--- config.mk ---
export PLATFORM = sky130hd
export DESIGN_NAME = nibble_serial_addsub
export DESIGN_NICKNAME = d
export VERILOG_FILES = /design/src/rtl/nibble_serial_addsub.sv
export SDC_FILE = /design/constraint.sdc
export NUM_CORES = 1
export LEC_CHECK = 0
export CORE_MARGIN = 1.5
export CORE_UTILIZATION = 55
export CTS_CLUSTER_SIZE = 12
export DETAILED_ROUTE_END_ITERATION = 6
export PLACE_DENSITY = 0.85
export SYNTH_ARGS = -nofsm -noshare
export SYNTH_HDL_FRONTEND = slang
export SYNTH_SLANG_ARGS = --single-unit
export TNS_END_PERCENT = 10
--- constraint.sdc ---
create_clock -name clk -period 8.3 [get_ports clk]
set_clock_uncertainty 0.15 [all_clocks]
set_input_delay 0.83 -clock clk [delete_from_list [all_inputs] [get_ports clk]]
set_output_delay 0.83 -clock clk [all_outputs]
set_load 0.1 [all_outputs]
--- src/rtl/nibble_serial_addsub.sv ---
// rtl/nibble_serial_addsub.sv - nibble-serial signed add/sub through one 4-bit CLA slice; optional clamp under SATURATE_EN

// 4-bit carry-lookahead slice. ovfl is the signed overflow of this slice
// taken as the top nibble: carry into bit 3 xor carry out of bit 3.
module nibble_serial_addsub_cla4 (
    input  logic [3:0] a,
    input  logic [3:0] b,
    input  logic       cin,
    output logic [3:0] sum,
    output logic       cout,
    output logic       ovfl
);
    logic [3:0] g;
    logic [3:0] p;
    logic [4:0] c;

    assign g = a & b;
    assign p = a ^ b;

    assign c[0] = cin;
    assign c[1] = g[0] | (p[0] & cin);
    assign c[2] = g[1] | (p[1] & g[0]) | (p[1] & p[0] & cin);
    assign c[3] = g[2] | (p[2] & g[1]) | (p[2] & p[1] & g[0]) | (p[2] & p[1] & p[0] & cin);
    assign c[4] = g[3] | (p[3] & g[2]) | (p[3] & p[2] & g[1]) | (p[3] & p[2] & p[1] & g[0])
                | (p[3] & p[2] & p[1] & p[0] & cin);

    assign sum  = p ^ c[3:0];
    assign cout = c[4];
    assign ovfl = c[4] ^ c[3];
endmodule

// Ports: start_valid/start_ready accept op_a, op_b, sub; result with
// flag_z/flag_v/flag_n/cout is offered on result_valid/result_ready.
module nibble_serial_addsub #(
    parameter int WIDTH = 16
) (
    input  logic             clk,
    input  logic             rst_n,
    input  logic             start_valid,
    output logic             start_ready,
    input  logic [WIDTH-1:0] op_a,
    input  logic [WIDTH-1:0] op_b,
    input  logic             sub,
    output logic [WIDTH-1:0] result,
    output logic             result_valid,
    input  logic             result_ready,
    output logic             flag_z,
    output logic             flag_v,
    output logic             flag_n,
    output logic             cout
);
    localparam int NIBBLES = WIDTH / 4;
    localparam int IDXW    = (NIBBLES > 1) ? $clog2(NIBBLES) : 1;
    localparam logic [IDXW-1:0] LAST_IDX = IDXW'(NIBBLES - 1);

    typedef enum logic [1:0] {IDLE, BUSY, DONE} state_t;

    state_t           state;
    logic [WIDTH-1:0] a_reg;
    logic [WIDTH-1:0] b_reg;    // already inverted for subtraction
    logic             carry;
    logic [IDXW-1:0]  nib_idx;
    logic [IDXW+1:0]  base;     // bit offset of the current nibble

    logic [3:0]       slice_a;
    logic [3:0]       slice_b;
    logic [3:0]       slice_sum;
    logic             slice_cout;
    logic             slice_ovfl;
    logic [WIDTH-1:0] final_raw;
    logic [WIDTH-1:0] final_res;

    assign base    = {nib_idx, 2'b00};
    assign slice_a = a_reg[base +: 4];
    assign slice_b = b_reg[base +: 4];

    nibble_serial_addsub_cla4 u_cla (
        .a    (slice_a),
        .b    (slice_b),
        .cin  (carry),
        .sum  (slice_sum),
        .cout (slice_cout),
        .ovfl (slice_ovfl)
    );

    // Lower nibbles are already stored by the time the top nibble is summed.
    assign final_raw = {slice_sum, result[WIDTH-5:0]};

`ifdef SATURATE_EN
    // Overflow is only possible when both addends share a sign, so the sign of
    // op_a picks the clamp direction.
    assign final_res = slice_ovfl ? (a_reg[WIDTH-1] ? {1'b1, {(WIDTH-1){1'b0}}}
                                                    : {1'b0, {(WIDTH-1){1'b1}}})
                                  : final_raw;
`else
    assign final_res = final_raw;
`endif

    assign start_ready  = (state == IDLE);
    assign result_valid = (state == DONE);

    always_ff @(posedge clk or negedge rst_n) begin
        if (!rst_n) begin
            state   <= IDLE;
            a_reg   <= '0;
            b_reg   <= '0;
            carry   <= 1'b0;
            nib_idx <= '0;
            result  <= '0;
            flag_z  <= 1'b0;
            flag_v  <= 1'b0;
            flag_n  <= 1'b0;
            cout    <= 1'b0;
        end else begin
            case (state)
                IDLE: begin
                    if (start_valid) begin
                        a_reg   <= op_a;
                        b_reg   <= op_b ^ {WIDTH{sub}};
                        carry   <= sub;   // +1 completes the two's complement of B
                        nib_idx <= '0;
                        state   <= BUSY;
                    end
                end
                BUSY: begin
                    carry <= slice_cout;
                    if (nib_idx == LAST_IDX) begin
                        result <= final_res;
                        flag_z <= (final_res == '0);
                        flag_n <= final_res[WIDTH-1];
                        flag_v <= slice_ovfl;
                        cout   <= slice_cout;
                        state  <= DONE;
                    end else begin
                        result[base +: 4] <= slice_sum;
                        nib_idx           <= nib_idx + 1'b1;
                    end
                end
                DONE: begin
                    if (result_ready) begin
                        state <= IDLE;
                    end
                end
                default: state <= IDLE;
            endcase
        end
    end
endmodule
==> run metrics <==
Routed wire per std cell=roughly 15 µm; layout cell share with drive strength beyond 1=13.7%; # setup viols final=0; CTS resizes=0; nets=353; post-place setup slack=about 5.2 ns; worst hold path class=flop to flop; total grt overflow=0; syn_nets=293; Area Overhead vs Synth=27.7%; I/O pin count=a little under 60; largest cells by area after synthesis=dfrtp_1 (51%), mux4_2 (6.4%), mux2_2 (6.0%); Slew @ Worst Pin=around 1 ns; Async SR Flop Fraction=100%; RSZ-0062 raised after global routing=false; worst-path fanout max=15; cell family with most CP delay=compound AO/OA/AOI/OAI gates; slowest cell on the critical path=dfrtp_1; Tcrit/Tclk final=between 30% and 40%; initial antenna violation count=0; routability cong.=0.770; setup slack after layout=around 5.2 ns; Post-CTS Setup Bufs=0; status=finished, final reports clean; Yosys warnings=0; final hold vios=0; GRT Total Usage=a little under a quarter; Syn Area/Cell=11.6 µm²; DIE AREA=roughly 5600 µm²; commonest cells in the netlist=dfrtp_1 (57), nand2_1 (28), a21oi_1 (21), nor2_1 (21), xnor2_1 (17); Core ar.=4820 µm²; final wirelength=5670 µm; num rows=25; post-synth top area share=50.6%; width of the die=approximately 75 µm; Hold-fix buffers, CTS=0; Starting Density=58.5%; DR DRC count=0; chip height=about 75 µm; CP startpoint kind=flop; drt pass-1 iters=5; CTS sink count=57; slowest cell delay on critical path=0.79 ns; worst-path cell chain=mux4_2 > ha_1 > a211oi_1 > nor2_1 > o311ai_2 > o21ai_0; critical setup path kind=flop to flop; Worst slew margin=approximately 34%; synthesized area=2820 µm²; CTS Buf Count=9; Routed Antenna Nets=0; Setup crit end kind=flop; Tmin final=3.14 ns; clk_lat worst skew=0.33 ns; Clock Tree Root=clkbuf_8; Initial DRC Count=110; Clock Path Buffers=2; Seq cells post-synth=57; Post-synth EDFFs=0; sequential share of the synthesized area=50.6%; Gate Count Post-Synth=244; Detailed Place HPWL=3980 µm; required time worst endpoint=8.34 ns; hold slack=0.327 ns; Clock Pin Slew Worst Setup and Hold Paths=0.06 ns; top_reg_cell synth=dfrtp_1; Worst Path Arrival=3.18 ns; vias in the first global route=2070; Via Count=2060; # H-tree levels=3; first-pass GRT wire length=9600 µm; area leader, netlist=dfrtp_1; drt via density=5.51; Port Buffers=58; Slew Viols, Final=0; Netlist cell types=36; ANT cells=0; largest net degree at the start of global routing=58; CTS tree=done; final setup TNS=0 ns; count leader, synth=dfrtp_1; Max Fclk=319 MHz; max_cap viols=0; Critical path buffers and inverters=0
## cell type report
type / instances / area, µm²
clock buffers: 14 / 163
fillers: 348 / 1220
inverters: 4 / 15.0
multi-input cells: 173 / 1330
flip-flops and latches: 57 / 1430
well taps: 67 / 83.8
repair buffers: 59 / 583
## per-layer routing
| metal | vias to the layer above | wire length, µm | GRT usage [%] |
|---|---|---|---|
| li1 | 987 | - | - |
| met5 | - | 0 | 0 |
| met1 | 993 | 2380 | 29.4 |
| met4 | 0 | 84 | 7.88 |
| met3 | 10 | 234 | 5.42 |
| met2 | 70 | 2960 | 40.8 |
## cell families (layout without fill, tap and decap cells)
family,count (synthesis),count (layout),synth area share [%]
buffers and inverters,14,77,2.31
multiplexers,26,26,13.5
AO/OA/AOI/OAI,51,51,11.3
AND/OR/NAND/NOR,66,66,11.1
adder cells (fa/ha/maj),12,12,5.59
flip-flops,57,57,50.6
XOR/XNOR,18,18,5.59
## cell usage in the layout, fill, tap and decap left out, types with 2 or more instances in the layout
cell type / n
nand4b_1: 2
nand2_1: 28
nand3_1: 3
inv_1: 4
a22o_1: 2
mux2_2: 15
nor2b_1: 2
dfrtp_1: 57
a21oi_1: 21
nor2_1: 21
o21ai_0: 11
xnor2_1: 17
o31ai_1: 9
clkbuf_1: 3
mux2_1: 2
clkbuf_8: 11
o21bai_1: 2
a21o_1: 3
mux4_2: 8
clkdlybuf4s50_1: 57
ha_1: 11
## per-stage QoR
step	utilization, %	instance area (µm²)	std cells
final	74.7	3600	374
after global routing	74.7	3600	374
after CTS	74.7	3600	374
after detailed placement	71.4	3440	360
after global placement	71.4	3440	360
after floorplan	-	2820	244
## final timing paths
check | start | to | slack, ns | cells past startpoint
min in group asynchronous | rst_n | result[8]$_DFFE_PN0P_ | 0.48 | 2
worst max-delay path | nib_idx[0]$_DFFE_PN0P_ | result[15]$_DFFE_PN0P_ | 5.16 | 6
worst max register to register | nib_idx[0]$_DFFE_PN0P_ | result[15]$_DFFE_PN0P_ | 5.16 | 6
worst min register to register | cout$_DFFE_PN0P_ | cout$_DFFE_PN0P_ | 0.33 | 1
max in group asynchronous | rst_n | b_reg[4]$_DFFE_PN0P_ | 7.05 | 2
worst min-delay path | cout$_DFFE_PN0P_ | cout$_DFFE_PN0P_ | 0.33 | 1
Power is left out: the tool's default activity adds up to more than one toggle a clock period on the data nets, which glitch-free logic cannot reach.
